==> src/rtl/vga_pkg.sv <==
`timescale 1ns/1ps
`default_nettype none
// ============================================================================
// Module      : vga_pkg
// Description : Shared 640x480@60 Hz timing constants, coordinate types and
//               a small window-decode helper for the VGA scan generator and
//               every draw block that consumes its coordinates.
// Revision    : 1.0 - initial release
// ============================================================================
package vga_pkg;

    // Coordinate and frame-counter widths
    localparam int unsigned COORD_W   = 10;
    localparam int unsigned FRAME_W   = 16;

    // Raw timing constants (system clock 100 MHz, pixel clock 25 MHz)
    localparam int unsigned CLK_DIV   = 4;
    localparam int unsigned H_VISIBLE = 640;
    localparam int unsigned H_FRONT   = 16;
    localparam int unsigned H_SYNC    = 96;
    localparam int unsigned H_BACK    = 48;
    localparam int unsigned V_VISIBLE = 480;
    localparam int unsigned V_FRONT   = 10;
    localparam int unsigned V_SYNC    = 2;
    localparam int unsigned V_BACK    = 33;

    // Derived timing
    localparam int unsigned H_TOTAL   = H_VISIBLE + H_FRONT + H_SYNC + H_BACK;
    localparam int unsigned V_TOTAL   = V_VISIBLE + V_FRONT + V_SYNC + V_BACK;
    localparam int unsigned HS_START  = H_VISIBLE + H_FRONT;
    localparam int unsigned HS_END    = HS_START + H_SYNC;
    localparam int unsigned VS_START  = V_VISIBLE + V_FRONT;
    localparam int unsigned VS_END    = VS_START + V_SYNC;
    localparam int unsigned REF_LINE  = V_VISIBLE;

    typedef logic [COORD_W-1:0] coord_t;
    typedef logic [FRAME_W-1:0] frame_t;

    // True when lo <= pos < hi; compared at 32 bits so hi may equal 2**COORD_W
    function automatic logic in_window(coord_t pos, int unsigned lo, int unsigned hi);
        return (32'(pos) >= lo) && (32'(pos) < hi);
    endfunction

endpackage
`default_nettype wire

==> src/rtl/vga_sync_gen_if.sv <==
`timescale 1ns/1ps
`default_nettype none
// ============================================================================
// Module      : vga_sync_gen_if
// Description : Pixel-coordinate / sync bundle driven by the scan generator
//               and consumed by draw blocks and the VGA pin drivers.
// Revision    : 1.0 - initial release
// ============================================================================
interface vga_sync_gen_if;
    import vga_pkg::*;

    coord_t hc;
    coord_t vc;
    logic   pix_tick;
    logic   video_on;
    logic   hsync;
    logic   vsync;
    logic   ref_tick;
    frame_t frame_cnt;

    modport master (
        output hc, vc, pix_tick, video_on, hsync, vsync, ref_tick, frame_cnt
    );

    modport slave (
        input  hc, vc, pix_tick, video_on, hsync, vsync, ref_tick, frame_cnt
    );

endinterface
`default_nettype wire

==> src/rtl/vga_pix_div.sv <==
`timescale 1ns/1ps
`default_nettype none
// ============================================================================
// Module      : vga_pix_div
// Description : Pixel-enable divider. Counts system clocks 0..CLK_DIV-1 and
//               flags the advance edge when the count is at its last value.
//               With CLK_DIV=1 every edge is an advance edge.
// Revision    : 1.0 - initial release
// ============================================================================
module vga_pix_div #(
    parameter int unsigned CLK_DIV = 4
) (
    input  logic clk,
    input  logic rst_n,
    output logic adv
);

    // A 1-bit counter is kept for CLK_DIV=1; it simply stays at zero
    localparam int unsigned      DIV_W    = (CLK_DIV > 1) ? $clog2(CLK_DIV) : 1;
    localparam logic [DIV_W-1:0] DIV_LAST = DIV_W'(CLK_DIV - 1);

    if ((CLK_DIV < 1) || (CLK_DIV > 16)) begin : g_bad_div
        $error("vga_pix_div: CLK_DIV must lie in 1..16");
    end

    logic [DIV_W-1:0] div_cnt_q;
    logic [DIV_W-1:0] div_cnt_d;

    assign adv = (div_cnt_q == DIV_LAST);

    // Next divider count: wrap to zero on the advance edge
    always_comb begin
        div_cnt_d = div_cnt_q + 1'b1;
        if (adv) begin
            div_cnt_d = '0;
        end
    end

    // Divider register
    always_ff @(posedge clk or negedge rst_n) begin
        if (!rst_n) begin
            div_cnt_q <= '0;
        end else begin
            div_cnt_q <= div_cnt_d;
        end
    end

endmodule
`default_nettype wire

==> src/rtl/vga_sync_gen.sv <==
`timescale 1ns/1ps
`default_nettype none
// ============================================================================
// Module      : vga_sync_gen
// Description : VGA scan generator. Produces hc/vc coordinates, active-low
//               hsync/vsync, video_on, a per-pixel tick, a once-per-frame
//               ref_tick at the start of vertical blank and a frame counter.
//               Sync/video_on are decoded from the next coordinates so every
//               output changes on the same edge as hc/vc.
// Revision    : 1.0 - initial release
// ============================================================================
module vga_sync_gen
    import vga_pkg::*;
#(
    parameter int unsigned CLK_DIV   = vga_pkg::CLK_DIV,
    parameter int unsigned H_VISIBLE = vga_pkg::H_VISIBLE,
    parameter int unsigned H_FRONT   = vga_pkg::H_FRONT,
    parameter int unsigned H_SYNC    = vga_pkg::H_SYNC,
    parameter int unsigned H_BACK    = vga_pkg::H_BACK,
    parameter int unsigned V_VISIBLE = vga_pkg::V_VISIBLE,
    parameter int unsigned V_FRONT   = vga_pkg::V_FRONT,
    parameter int unsigned V_SYNC    = vga_pkg::V_SYNC,
    parameter int unsigned V_BACK    = vga_pkg::V_BACK,
    // Value frame_cnt takes in reset; nonzero only to preload near the wrap
    parameter frame_t      FRAME_RST = '0
) (
    input  logic           clk,
    input  logic           rst_n,
    vga_sync_gen_if.master vga
);

    localparam int unsigned H_TOTAL  = H_VISIBLE + H_FRONT + H_SYNC + H_BACK;
    localparam int unsigned V_TOTAL  = V_VISIBLE + V_FRONT + V_SYNC + V_BACK;
    localparam int unsigned HS_START = H_VISIBLE + H_FRONT;
    localparam int unsigned HS_END   = HS_START + H_SYNC;
    localparam int unsigned VS_START = V_VISIBLE + V_FRONT;
    localparam int unsigned VS_END   = VS_START + V_SYNC;
    localparam int unsigned REF_LINE = V_VISIBLE;

    // Coordinates must fit COORD_W bits and the blanking line must exist
    if ((H_TOTAL > (2 ** COORD_W)) || (V_TOTAL > (2 ** COORD_W))) begin : g_bad_totals
        $error("vga_sync_gen: H_TOTAL and V_TOTAL must not exceed 1024");
    end
    if ((H_VISIBLE == 0) || (V_VISIBLE == 0) || (V_TOTAL <= V_VISIBLE)) begin : g_bad_visible
        $error("vga_sync_gen: visible area must be nonzero and followed by vertical blank");
    end

    logic   adv;
    logic   h_last;
    logic   v_last;

    coord_t hc_q,        hc_d;
    coord_t vc_q,        vc_d;
    logic   pix_tick_q,  pix_tick_d;
    logic   video_on_q,  video_on_d;
    logic   hsync_q,     hsync_d;
    logic   vsync_q,     vsync_d;
    logic   ref_tick_q,  ref_tick_d;
    frame_t frame_cnt_q, frame_cnt_d;

    vga_pix_div #(
        .CLK_DIV (CLK_DIV)
    ) u_pix_div (
        .clk   (clk),
        .rst_n (rst_n),
        .adv   (adv)
    );

    assign h_last = (32'(hc_q) == (H_TOTAL - 1));
    assign v_last = (32'(vc_q) == (V_TOTAL - 1));

    // Next scan position: step one pixel per advance edge, wrap line and frame
    always_comb begin
        hc_d = hc_q;
        vc_d = vc_q;
        if (adv) begin
            if (h_last) begin
                hc_d = '0;
                vc_d = v_last ? '0 : vc_q + 1'b1;
            end else begin
                hc_d = hc_q + 1'b1;
            end
        end
    end

    // Output decode from the next position so outputs align with hc/vc
    always_comb begin
        hsync_d     = !in_window(hc_d, HS_START, HS_END);
        vsync_d     = !in_window(vc_d, VS_START, VS_END);
        video_on_d  = (32'(hc_d) < H_VISIBLE) && (32'(vc_d) < V_VISIBLE);
        pix_tick_d  = adv;
        // Only an advance can move the scan onto (0, REF_LINE), so this is one clk wide
        ref_tick_d  = adv && (hc_d == '0) && (32'(vc_d) == REF_LINE);
        frame_cnt_d = frame_cnt_q;
        if (ref_tick_d) begin
            frame_cnt_d = frame_cnt_q + 1'b1;
        end
    end

    // Output and counter registers; reset state matches position (0,0)
    always_ff @(posedge clk or negedge rst_n) begin
        if (!rst_n) begin
            hc_q        <= '0;
            vc_q        <= '0;
            pix_tick_q  <= 1'b0;
            video_on_q  <= 1'b1;
            hsync_q     <= 1'b1;
            vsync_q     <= 1'b1;
            ref_tick_q  <= 1'b0;
            frame_cnt_q <= FRAME_RST;
        end else begin
            hc_q        <= hc_d;
            vc_q        <= vc_d;
            pix_tick_q  <= pix_tick_d;
            video_on_q  <= video_on_d;
            hsync_q     <= hsync_d;
            vsync_q     <= vsync_d;
            ref_tick_q  <= ref_tick_d;
            frame_cnt_q <= frame_cnt_d;
        end
    end

    assign vga.hc        = hc_q;
    assign vga.vc        = vc_q;
    assign vga.pix_tick  = pix_tick_q;
    assign vga.video_on  = video_on_q;
    assign vga.hsync     = hsync_q;
    assign vga.vsync     = vsync_q;
    assign vga.ref_tick  = ref_tick_q;
    assign vga.frame_cnt = frame_cnt_q;

endmodule
`default_nettype wire

==> src/flat_wrapper.sv <==
// flat-port wrapper written by rule: the top's interface ports become plain ports
module vga_sync_gen_flat import vga_pkg::*;
#(
    parameter int unsigned CLK_DIV   = vga_pkg::CLK_DIV,
    parameter int unsigned H_VISIBLE = vga_pkg::H_VISIBLE,
    parameter int unsigned H_FRONT   = vga_pkg::H_FRONT,
    parameter int unsigned H_SYNC    = vga_pkg::H_SYNC,
    parameter int unsigned H_BACK    = vga_pkg::H_BACK,
    parameter int unsigned V_VISIBLE = vga_pkg::V_VISIBLE,
    parameter int unsigned V_FRONT   = vga_pkg::V_FRONT,
    parameter int unsigned V_SYNC    = vga_pkg::V_SYNC,
    parameter int unsigned V_BACK    = vga_pkg::V_BACK,
                                                                            
    parameter frame_t      FRAME_RST = '0
)
  (clk, rst_n, vga_hc, vga_vc, vga_pix_tick, vga_video_on, vga_hsync, vga_vsync, vga_ref_tick, vga_frame_cnt);
  vga_sync_gen_if vga_i ();
  input  logic clk;
  input  logic rst_n;
  output wire logic [$bits(vga_i.hc)-1:0] vga_hc;
  output wire logic [$bits(vga_i.vc)-1:0] vga_vc;
  output wire logic [$bits(vga_i.pix_tick)-1:0] vga_pix_tick;
  output wire logic [$bits(vga_i.video_on)-1:0] vga_video_on;
  output wire logic [$bits(vga_i.hsync)-1:0] vga_hsync;
  output wire logic [$bits(vga_i.vsync)-1:0] vga_vsync;
  output wire logic [$bits(vga_i.ref_tick)-1:0] vga_ref_tick;
  output wire logic [$bits(vga_i.frame_cnt)-1:0] vga_frame_cnt;
  assign vga_hc = vga_i.hc;
  assign vga_vc = vga_i.vc;
  assign vga_pix_tick = vga_i.pix_tick;
  assign vga_video_on = vga_i.video_on;
  assign vga_hsync = vga_i.hsync;
  assign vga_vsync = vga_i.vsync;
  assign vga_ref_tick = vga_i.ref_tick;
  assign vga_frame_cnt = vga_i.frame_cnt;
  vga_sync_gen #(.CLK_DIV(CLK_DIV), .H_VISIBLE(H_VISIBLE), .H_FRONT(H_FRONT), .H_SYNC(H_SYNC), .H_BACK(H_BACK), .V_VISIBLE(V_VISIBLE), .V_FRONT(V_FRONT), .V_SYNC(V_SYNC), .V_BACK(V_BACK), .FRAME_RST(FRAME_RST)) u_core (.clk(clk), .rst_n(rst_n), .vga(vga_i));
endmodule
==> config.mk <==
export PLATFORM = sky130hd
export DESIGN_NAME = vga_sync_gen_flat
export DESIGN_NICKNAME = d
export VERILOG_FILES = /design/src/rtl/vga_pkg.sv /design/src/rtl/vga_sync_gen_if.sv /design/src/rtl/vga_pix_div.sv /design/src/rtl/vga_sync_gen.sv /design/src/flat_wrapper.sv
export SDC_FILE = /design/constraint.sdc
export NUM_CORES = 1
export LEC_CHECK = 0
export CORE_ASPECT_RATIO = 2
export CORE_MARGIN = 2
export CORE_UTILIZATION = 40
export CTS_CLUSTER_DIAMETER = 150
export CTS_CLUSTER_SIZE = 20
export DETAILED_ROUTE_END_ITERATION = 7
export PLACE_DENSITY = 0.66
export RECOVER_POWER = 100
export REMOVE_ABC_BUFFERS = 1
export SLEW_MARGIN = 20
export SYNTH_ARGS = -nofsm -noshare
export SYNTH_HDL_FRONTEND = slang
export SYNTH_SLANG_ARGS = --single-unit
==> constraint.sdc <==
create_clock -name clk -period 2.95 [get_ports clk]
set_input_delay 0.4425 -clock clk [delete_from_list [all_inputs] [get_ports clk]]
set_output_delay 0.4425 -clock clk [all_outputs]
set_load 0.005 [all_outputs]
==> results.sh, run 1 <==
export IMPL_status="finished clean"
export IMPL_grt_ovfl_total=0
export IMPL_dp_hpwl_um=4630
export IMPL_gr_usage_all_layers_pct=20.0
export IMPL_synth_edf_count=0
export IMPL_worstSetupEndpointType="flop"
export IMPL_fin_cells=394
export IMPL_ios=43
export IMPL_setup_ws_ps=13.1
export IMPL_drc=0
export IMPL_ctsHtreeMaxLevel=2
export IMPL_via_per_inst=5.90
export IMPL_async_flop_share_pct=100
export IMPL_placement_io_buffers=42
export IMPL_slew_violations=0
export IMPL_cts_hold_buffers_added=0
export IMPL_rows=40
export IMPL_synth_flop_cell="dfrtp_1"
export IMPL_tritoncts_num_buffers=5
export IMPL_ant_nets=0
export IMPL_core_area_sq_mm=0.00601
export IMPL_cp_arrival_ps=3160
export IMPL_min_path_type="primary input to asynchronous set/reset pin"
export IMPL_grt_pass1_vias=2165
export IMPL_syn_avg_cell_area_sq_um=9.87
export IMPL_antenna_found_initial=0
export IMPL_synth_seq_cells=43
export IMPL_die_area_sq_mm=0.00685
export IMPL_postSynthCellCount=250
export IMPL_crit_fanout=7
export IMPL_vias=2324
export IMPL_root_buffer="clkbuf_16"
export IMPL_gp_congestion=0.854
export IMPL_clk_insertion_delay_late_ps=300
export IMPL_tns_ps=0
export IMPL_clkTransAtPathRegs_ps=70
export IMPL_final_setup_viol_count=0
export IMPL_max_clock_freq_mhz=340
export IMPL_worst_pin_slew_ps=964
export IMPL_die_x_um=59.5
export IMPL_synth_distinct_cells=46
export IMPL_rsz0062_at_grt="yes"
export IMPL_num_antenna_cells=0
export IMPL_cap_violations=0
export IMPL_finalCritPeriodShare_pct=99.6
export IMPL_place_ws_ps=-62.7
export IMPL_cts_tree="yes"
export IMPL_dp_cells=370
export IMPL_yosysSeqAreaShare_pct=43.8
export IMPL_grt_max_degree=44
export IMPL_required_ps=3170
export IMPL_crit_type="flop to flop"
export IMPL_leakage_nw=1.58
export IMPL_powerDensity_mw_per_mm2=325
export IMPL_drt_iter0_drc=100
export IMPL_grt_pass1_wl_um=10300
export IMPL_slew_headroom_pct=35.7
export IMPL_drive_gt1_share_pct=27.2
export IMPL_vdd_drop_max_v=0.000338
export IMPL_fin_skew_ps=13.3
export IMPL_nets=337
export IMPL_ys_warn_count=0
export IMPL_wl_per_cell_um=18.0
export IMPL_syn2layout_area_growth_pct=45.9
export IMPL_syn_area_sq_mm=0.00247
export IMPL_cts_path_max_buffers=2
export IMPL_die_y_um=115
export IMPL_fin_crit_ps=2940
export IMPL_start_kind="flop"
export IMPL_finalWirelength_um=7100
export IMPL_final_util_pct=60.0
export IMPL_finalHoldViolations=0
export IMPL_start_util_pct=41.1
export IMPL_hold_worst_slack_ps=306
export IMPL_first_pass_iters=4
export IMPL_cts_num_sinks=43
==> through the flow <==
step,total power [mW],area [sq um]
global route,1.20,3600
finish,1.17,3600
global placement,0.613,3090
CTS,1.17,3290
floorplan,0.601,2390
detailed placement,0.614,3090
==> worst max-delay path, cell delays in order (launching register included) <==
cell	delay, ps
dfrtp_1	360
ha_2	210
nand2_2	70
or4_4	530
buf_6	160
nor3_4	170
xnor2_1	110
or4_4	580
buf_12	190
nor4_2	310
xor2_1	180
==> flip-flops by register name (all words and copies together), names as in the netlist <==
name                        count
u_core.vga.ref_tick             1
u_core.vga.hsync                1
u_core.vga.video_on             1
u_core.vga.frame_cnt           16
u_core.u_pix_div.div_cnt_q      2
u_core.vga.vc                  10
u_core.vga.hc                  10
u_core.vga.vsync                1
u_core.vga.pix_tick             1
==> routing by layer <==
layer / up-vias / GRT usage [%] / wire length [um]
li1: 1065 / - / -
met1: 1161 / 20.7 / 2510
met2: 77 / 35.8 / 4080
met3: 21 / 3.26 / 223
met4: 0 / 12.6 / 296
met5: - / 0 / 0
==> report_power, final <==
part,leakage (nW),switching (mW),internal [mW]
Clock,0.0700,0.253,0.317
Combinational,0.934,0.0111,0.000480
Sequential,0.576,0,0.590
Total,1.58,0.264,0.907
==> cell usage in the layout, fill, tap and decap left out, types with 5 or more instances in the layout <==
master	netlist	final
clkdlybuf4s50_1	0	41
dfrtp_1	40	40
buf_4	0	37
xor2_1	22	22
nand2_1	21	20
nand3_1	18	18
inv_1	14	14
nor2_1	13	13
nand4_1	12	12
nor4_4	3	11
o21ai_0	9	7
clkbuf_16	0	6
nor3_1	7	5
nor4_2	6	5
==> final cells by class <==
cell class / count / area, sq um
Clock buffer: 5 / 125
Clock inverter: 3 / 25.0
Fill cell: 517 / 2400
Inverter: 14 / 52.6
Multi-Input combinational cell: 180 / 1440
Sequential cell: 43 / 1080
Tap cell: 63 / 78.8
Timing Repair Buffer: 86 / 803
==> Yosys cell counts (2+ instances only) <==
cell | number | area share [%]
ha_1 | 5 | 2.5
a31oi_1 | 3 | 0.76
and3_1 | 4 | 1.0
buf_6 | 3 | 1.4
a211oi_1 | 2 | 0.61
dfstp_2 | 3 | 3.2
or4_1 | 2 | 0.61
nor2_1 | 13 | 2.0
and2_1 | 3 | 0.76
buf_2 | 6 | 1.2
nand3_1 | 18 | 3.7
xnor2_1 | 5 | 1.8
clkbuf_1 | 4 | 0.61
or3_1 | 2 | 0.51
nor2b_1 | 2 | 0.51
nor3_1 | 7 | 1.4
and4_1 | 2 | 0.71
a21o_1 | 2 | 0.61
dfrtp_1 | 40 | 41
nor4_4 | 3 | 2.6
xor2_1 | 22 | 7.8
o31ai_1 | 3 | 0.91
a21oi_1 | 3 | 0.61
nor4_1 | 8 | 2.0
nand2_1 | 21 | 3.2
o21ai_0 | 9 | 1.8
inv_1 | 14 | 2.1
nor4_2 | 6 | 3.0
mux2_2 | 2 | 0.91
o22ai_1 | 4 | 1.0
nand4_1 | 12 | 3.0
nand2b_1 | 3 | 0.76
==> cell families after synthesis <==
| logic type | Yosys count | synth area share, % |
|---|---|---|
| AO/OA/AOI/OAI | 32 | 8.42 |
| XOR/XNOR | 27 | 9.58 |
| adder cells (fa/ha/maj) | 5 | 2.54 |
| buffers and inverters | 27 | 5.32 |
| flip-flops | 43 | 43.8 |
| multiplexers | 3 | 1.32 |
| AND/OR/NAND/NOR | 113 | 29.1 |
==> worst paths after layout <==
| kind | startpoint | end | slack (ps) | depth (start not counted) |
|---|---|---|---|---|
| hold / removal | rst_n | u_core.vga.vc[1]$_DFF_PN0_ | 310 | 1 |
| hold reg to reg | u_core.vga.frame_cnt[15]$_DFFE_PN0P_ | u_core.vga.frame_cnt[15]$_DFFE_PN0P_ | 470 | 1 |
| max in group asynchronous | rst_n | u_core.vga.hc[6]$_DFF_PN0_ | 2050 | 1 |
| min in group clk | u_core.vga.frame_cnt[15]$_DFFE_PN0P_ | u_core.vga.frame_cnt[15]$_DFFE_PN0P_ | 470 | 1 |
| setup reg to reg | u_core.vga.hc[0]$_DFF_PN0_ | u_core.vga.frame_cnt[12]$_DFFE_PN0P_ | 10 | 10 |
| setup / recovery | u_core.vga.hc[0]$_DFF_PN0_ | u_core.vga.frame_cnt[12]$_DFFE_PN0P_ | 10 | 10 |
==> timing repair <==
| item | CTS | global route |
|---|---|---|
| gates resized for setup | 9 | 34 |
| cloned | 0 | 1 |
| buffers inserted | 0 | 15 |
| pin swaps | 1 | 25 |
| setup endpoints to repair | 12 | 16 |
Power figures use the tool's default switching activity.
==> inputs of run 2 (changes only) <==
--- a/config.mk
+++ b/config.mk
@@ -5,13 +5,14 @@
 export SDC_FILE = /design/constraint.sdc
 export NUM_CORES = 1
 export LEC_CHECK = 0
+export ABC_AREA = 1
 export CORE_ASPECT_RATIO = 2
 export CORE_MARGIN = 2
 export CORE_UTILIZATION = 40
 export CTS_CLUSTER_DIAMETER = 150
 export CTS_CLUSTER_SIZE = 20
 export DETAILED_ROUTE_END_ITERATION = 7
-export PLACE_DENSITY = 0.66
+export DONT_BUFFER_PORTS = 1
 export RECOVER_POWER = 100
 export REMOVE_ABC_BUFFERS = 1
 export SLEW_MARGIN = 20
==> run 2 against run 1 <==
Net effect: global-route usage fell by 0.79 points; area after synthesis rose by 11%; critical path depth rose by 4; wire length fell by 8.0%; flip-flop and latch count did not move; cell area fell by 18%; cell count rose by 17%; register-to-register slack improved by 360 ps; maximum frequency rose by 14%; largest cell class unchanged; highest routed layer unchanged.
==> results.sh, run 2 <==
export IMPL_die_area_sq_mm=0.00756
export IMPL_whs_path_depth=1
export IMPL_multi_input_area_sq_mm=0.00136
export IMPL_synthDominantCellAreaShare_pct=36.6
export IMPL_start_util_pct=41.3
export IMPL_cts_path_max_buffers=2
export IMPL_synthAdderAreaFrac_pct=2.29
export IMPL_final_util_pct=44.8
export IMPL_ios=43
export IMPL_ys_top_cells_by_area="dfrtp_1 37%, nand2_1 16%, nand3_1 6.4%, inv_1 6.2%, nor2_1 4.1%"
export IMPL_synthSimpleGateAreaFrac_pct=42.4
export IMPL_hold_worst_slack_ps=428
export IMPL_setup_ws_ps=374
export IMPL_synth_xor_area_share_pct=4.80
export IMPL_r2r_cells=14
export IMPL_clkTransAtPathRegs_ps=60
export IMPL_vdd_drop_max_v=0.000403
export IMPL_grt_pass1_wl_um=11200
export IMPL_postSynthCellCount=364
export IMPL_crit_fanout=16
export IMPL_grt_use_met2_pct=38.7
export IMPL_grt_max_degree=44
export IMPL_layout_commonest_cell="nand2_1"
export IMPL_finalHoldViolations=0
export IMPL_synth_seq_cells=43
export IMPL_worstPathBufferInverterCount=2
export IMPL_grt_ovfl_total=0
export IMPL_drc=0
export IMPL_grt_use_met3_pct=4.36
export IMPL_yosysSeqAreaShare_pct=39.5
export IMPL_tns_ps=0
export IMPL_final_setup_viol_count=0
export IMPL_power_total_mw=1.23
export IMPL_dp_hpwl_um=5010
export IMPL_fin_area_sq_mm=0.00297
export IMPL_cap_violations=0
export IMPL_start_kind="flop"
export IMPL_slew_violations=0
export IMPL_drt_iter0_drc=97
export IMPL_leakage_nw=1.59
export IMPL_final_cell_mix="120 x nand2_1, 47 x inv_1, 40 x dfrtp_1, 38 x nand3_1, 32 x nor2_1"
export IMPL_dp_cells=450
export IMPL_rows=42
export IMPL_placement_io_buffers=0
export IMPL_fin_crit_ps=2580
export IMPL_min_path_type="flop to flop"
export IMPL_synth_distinct_cells=33
export IMPL_fin_skew_ps=4.70
export IMPL_wl_per_cell_um=14.2
export IMPL_ctsHtreeMaxLevel=2
export IMPL_largest_register_ffs=16
export IMPL_die_x_um=62.5
export IMPL_ant_nets=0
export IMPL_syn_area_sq_mm=0.00274
export IMPL_nets=378
export IMPL_drive_gt1_share_pct=11.6
export IMPL_cts_num_sinks=43
export IMPL_grt_pass1_vias=2337
export IMPL_slew_headroom_pct=26.3
export IMPL_syn2layout_area_growth_pct=8.37
export IMPL_yosysMostFrequentCell="nand2_1"
export IMPL_cts_hold_buffers_added=2
export IMPL_ys_warn_count=0
export IMPL_place_ws_ps=440
export IMPL_synth_area_leader_cell="dfrtp_1"
export IMPL_rsz0062_at_grt="no"
export IMPL_status="finished clean"
export IMPL_max_clock_freq_mhz=388
export IMPL_finalWirelength_um=6540
export IMPL_core_area_sq_mm=0.00662
export IMPL_tritoncts_num_buffers=5
export IMPL_use_met1_pct=16.9
export IMPL_syn_avg_cell_area_sq_um=7.52
export IMPL_fin_cells=460
export IMPL_gp_congestion=0.830
export IMPL_cts_tree="yes"
export IMPL_required_ps=3180
export IMPL_clk_insertion_delay_late_ps=290
export IMPL_path_delay_family="simple AND/OR/NAND/NOR gates"
export IMPL_critical_path_depth=14
export IMPL_gr_usage_all_layers_pct=19.2
export IMPL_synth_mux_area_share_pct=0
export IMPL_synth_flop_cell="dfrtp_1"
export IMPL_crit_type="flop to flop"
export IMPL_synth_compound_area_share_pct=1.55
export IMPL_seq_area_sq_mm=0.00108
export IMPL_die_y_um=121
export IMPL_slowest_stage="dfrtp_1"
export IMPL_finalCritPeriodShare_pct=87.3
export IMPL_grt_busiest_layer="met2"
export IMPL_crit_top_cell="nand2_1"
export IMPL_synth_edf_count=0
export IMPL_root_buffer="clkbuf_16"
export IMPL_powerDensity_mw_per_mm2=414
export IMPL_nFillCells=710
export IMPL_worstSetupEndpointType="flop"
export IMPL_via_per_inst=4.91
export IMPL_worst_pin_slew_ps=1110
export IMPL_slowest_delay_ps=440
export IMPL_num_antenna_cells=0
export IMPL_cp_arrival_ps=2800
export IMPL_crit_chain="inv_1 > ha_1 > inv_1 > nor2_1 > nand4_1 > nand2_1 > nand2_1 > nand2_1 > nand2_2 > nor2_1 > nand3_2 > nor2_4 > nand3_1 > nand2_1"
export IMPL_antenna_found_initial=0
export IMPL_vias=2259
export IMPL_first_pass_iters=4
export IMPL_async_flop_share_pct=100
export IMPL_synth_top_family_by_area="simple AND/OR/NAND/NOR gates"
export IMPL_place_area_sq_mm=0.00282
export IMPL_cts_setup_buffers=0
export IMPL_cts_resized_gates=0
export IMPL_synth_common_cells="118 x nand2_1, 45 x inv_1, 40 x dfrtp_1"
-- run 2: routing by layer --
metal / part of all wire, % / vias up
met5: 0 / -
met1: 32 / 1053
met4: 3.2 / 0
li1: - / 1140
met2: 60 / 53
met3: 4.7 / 13
-- run 2: power by group --
part / total (mW) / switching (mW) / leakage [nW] / internal (mW)
logic: 0.0129 / 0.0116 / 0.933 / 0.00129
clock network: 0.626 / 0.226 / 0.0781 / 0.400
registers: 0.590 / 0 / 0.576 / 0.590
total: 1.23 / 0.237 / 1.59 / 0.992
-- run 2: path summary, 6_finish.rpt --
check | startpoint | endpoint | slack, ps
min in group asynchronous | rst_n | u_core.vga.frame_cnt[2]$_DFFE_PN0P_ | 910
max in group asynchronous | rst_n | u_core.vga.hc[5]$_DFF_PN0_ | 1370
setup reg to reg | u_core.vga.vc[0]$_DFF_PN0_ | u_core.vga.frame_cnt[2]$_DFFE_PN0P_ | 370
hold / removal | u_core.u_pix_div.div_cnt_q[0]$_DFF_PN0_ | u_core.u_pix_div.div_cnt_q[0]$_DFF_PN0_ | 430
setup / recovery | u_core.vga.vc[0]$_DFF_PN0_ | u_core.vga.frame_cnt[2]$_DFFE_PN0P_ | 370
hold reg to reg | u_core.u_pix_div.div_cnt_q[0]$_DFF_PN0_ | u_core.u_pix_div.div_cnt_q[0]$_DFF_PN0_ | 430
-- run 2: area by class of cell --
| class | count | area share [%] |
|---|---|---|
| Timing Repair Buffer | 5 | 1.14 |
| Inverter | 55 | 7.26 |
| Sequential cell | 43 | 36.4 |
| Clock buffer | 7 | 4.47 |
| Multi-Input combinational cell | 261 | 46.0 |
| Tap cell | 88 | 3.71 |
| Clock inverter | 1 | 1.01 |
-- run 2: logic make-up after synthesis --
logic type,after synthesis
adder cells (fa/ha/maj),5
flip-flops,43
buffers and inverters,60
XOR/XNOR,15
AO/OA/AOI/OAI,7
AND/OR/NAND/NOR,234
==> inputs of run 3 (changes only) <==
--- a/config.mk
+++ b/config.mk
@@ -8,13 +8,12 @@
 export ABC_AREA = 1
 export CORE_ASPECT_RATIO = 2
 export CORE_MARGIN = 2
-export CORE_UTILIZATION = 40
+export CORE_UTILIZATION = 25
 export CTS_CLUSTER_DIAMETER = 150
 export CTS_CLUSTER_SIZE = 20
 export DETAILED_ROUTE_END_ITERATION = 7
 export DONT_BUFFER_PORTS = 1
 export RECOVER_POWER = 100
-export REMOVE_ABC_BUFFERS = 1
 export SLEW_MARGIN = 20
 export SYNTH_ARGS = -nofsm -noshare
 export SYNTH_HDL_FRONTEND = slang
==> run 3 against run 2 <==
Net effect: the run now ends with capacitance limit, slew limit left; critical path depth fell by 2; clock-buffer cell count rose by 1; total power fell by 3.1%; clock power fell by 6.2%; first-iteration DRC count rose by 70%; clock skew rose by 3.0 ps; non-clock buffer count fell by 1; critical path type unchanged; critical endpoint is now u_core.vga.frame_cnt[4]$_DFFE_PN0P_; largest cell class unchanged.
==> results.sh, run 3 (synthesis gave the netlist of run 2 again) <==
export IMPL_hp_start="u_core.u_pix_div.div_cnt_q[0]$_DFF_PN0_"
export IMPL_num_antenna_cells=0
export IMPL_power_total_mw=1.19
export IMPL_start_util_pct=25.3
export IMPL_tns_ps=0
export IMPL_fin_skew_ps=7.73
export IMPL_tritoncts_num_buffers=5
export IMPL_grt_ovfl_total=0
export IMPL_place_area_sq_mm=0.00288
export IMPL_vdd_drop_max_v=0.000282
export IMPL_leakage_nw=1.58
export IMPL_clkTransAtPathRegs_ps=60
export IMPL_placement_io_buffers=0
export IMPL_cts_tree="yes"
export IMPL_nFillCells=1212
export IMPL_max_clock_freq_mhz=380
export IMPL_die_x_um=78.0
export IMPL_ios=43
export IMPL_finalCritPeriodShare_pct=89.2
export IMPL_root_buffer="clkbuf_16"
export IMPL_rsz0062_at_grt="no"
export IMPL_powerDensity_mw_per_mm2=393
export IMPL_fin_cells=511
export IMPL_cts_hold_buffers_added=2
export IMPL_drc=0
export IMPL_slowest_stage="nor2_1"
export IMPL_clk_insertion_delay_late_ps=290
export IMPL_finalHoldViolations=0
export IMPL_ant_nets=0
export IMPL_required_ps=3170
export IMPL_slew_headroom_pct=-27.8
export IMPL_dp_cells=501
export IMPL_rrSetupSlack_ps=320
export IMPL_crit_fanout=16
export IMPL_final_setup_viol_count=0
export IMPL_grt_pass1_wl_um=11500
export IMPL_gr_usage_all_layers_pct=12.1
export IMPL_grt_pass1_vias=2375
export IMPL_syn_nets=371
export IMPL_cap_violations=1
export IMPL_vias=2343
export IMPL_status="finished, violations left"
export IMPL_fin_crit_ps=2630
export IMPL_cts_resized_gates=0
export IMPL_drt_iter0_drc=165
export IMPL_slowest_delay_ps=580
export IMPL_min_path_type="flop to flop"
export IMPL_finalWirelength_um=6800
export IMPL_cp_arrival_ps=2850
export IMPL_violations="capacitance limit, slew limit"
export IMPL_core_area_sq_mm=0.0108
export IMPL_slew_violations=44
export IMPL_dp_hpwl_um=5270
export IMPL_wl_per_cell_um=13.3
export IMPL_drive_gt1_share_pct=10.8
export IMPL_cts_num_sinks=43
export IMPL_first_pass_iters=4
export IMPL_worstSetupEndpointType="flop"
export IMPL_grt_max_degree=44
export IMPL_cts_setup_buffers=0
export IMPL_syn2layout_area_growth_pct=10.8
export IMPL_layout_commonest_cell="nand2_1"
export IMPL_ctsHtreeMaxLevel=2
export IMPL_die_y_um=152
export IMPL_nets=377
export IMPL_worst_pin_slew_ps=1910
export IMPL_crit_type="flop to flop"
export IMPL_largest_register_ffs=16
export IMPL_start_kind="flop"
export IMPL_hold_worst_slack_ps=426
export IMPL_die_area_sq_mm=0.0118
export IMPL_cts_path_max_buffers=2
export IMPL_worstPathBufferInverterCount=2
export IMPL_gp_congestion=0.890
export IMPL_crit_start="u_core.vga.hc[0]$_DFF_PN0_"
export IMPL_fin_area_sq_mm=0.00303
export IMPL_crit_chain="ha_1 > nand2_1 > nor2_1 > nand3_4 > nand3_1 > nand2_1 > clkinv_1 > nand3_1 > nor2_4 > buf_4 > nand3_1 > nand2_1"
export IMPL_antenna_found_initial=0
export IMPL_final_cell_mix="121 x nand2_1, 46 x inv_1, 40 x dfrtp_1, 36 x nand3_1, 33 x nor2_1"
export IMPL_rows=54
export IMPL_path_delay_family="simple AND/OR/NAND/NOR gates"
export IMPL_rr_startpoint="u_core.vga.hc[0]$_DFF_PN0_"
export IMPL_via_per_inst=4.59
## run 3: cell types whose count changed in the layout (fill, tap and decap cells not counted), moves of 2 or more
cell / before / now
clkbuf_8: 0 / 2
dfstp_1: 0 / 2
dfstp_2: 3 / 1
nand3_1: 38 / 36
## run 3: per-layer routing
layer	wire [um]	GRT usage, %	vias to the layer above	share of wire (%)
met5	0	0	-	0
met2	3770	22.3	80	55
met1	2320	12.0	1093	34
met3	415	3.50	23	6.1
met4	294	6.10	0	4.3
li1	-	-	1147	-
## run 3: layout make-up
type / count / area [sq um] / area share (%)
repair buffers: 4 / 33.8 / 1.11
clock buffers: 8 / 156 / 5.16
inverters: 55 / 215 / 7.10
well taps: 140 / 175 / 5.78
multi-input cells: 261 / 1370 / 45.2
flip-flops and latches: 43 / 1080 / 35.6
## run 3: worst paths after layout
| kind | endpoint | depth (start not counted) |
|---|---|---|
| worst max-delay path | u_core.vga.frame_cnt[4]$_DFFE_PN0P_ | 12 |
| worst min-delay path | u_core.u_pix_div.div_cnt_q[0]$_DFF_PN0_ | 1 |
| worst max register to register | u_core.vga.frame_cnt[4]$_DFFE_PN0P_ | 12 |
| worst min register to register | u_core.u_pix_div.div_cnt_q[0]$_DFF_PN0_ | 1 |
| max in group asynchronous | u_core.vga.vc[4]$_DFF_PN0_ | 2 |
| min in group asynchronous | u_core.vga.hc[6]$_DFF_PN0_ | 2 |
## run 3: power by group
part           switching (mW)  internal [mW]  total, mW
combinational          0.0113        0.00194     0.0133
clock                   0.227          0.361      0.587
sequential                  0          0.590      0.590
## run 3: metrics by stage
step	worst slack (ps)	util, %
2_1_floorplan	864	-
3_3_place_gp	515	26.7
3_5_place_dp	441	26.7
4_1_cts	435	28.4
5_1_grt	109	28.0
6_report	317	28.0
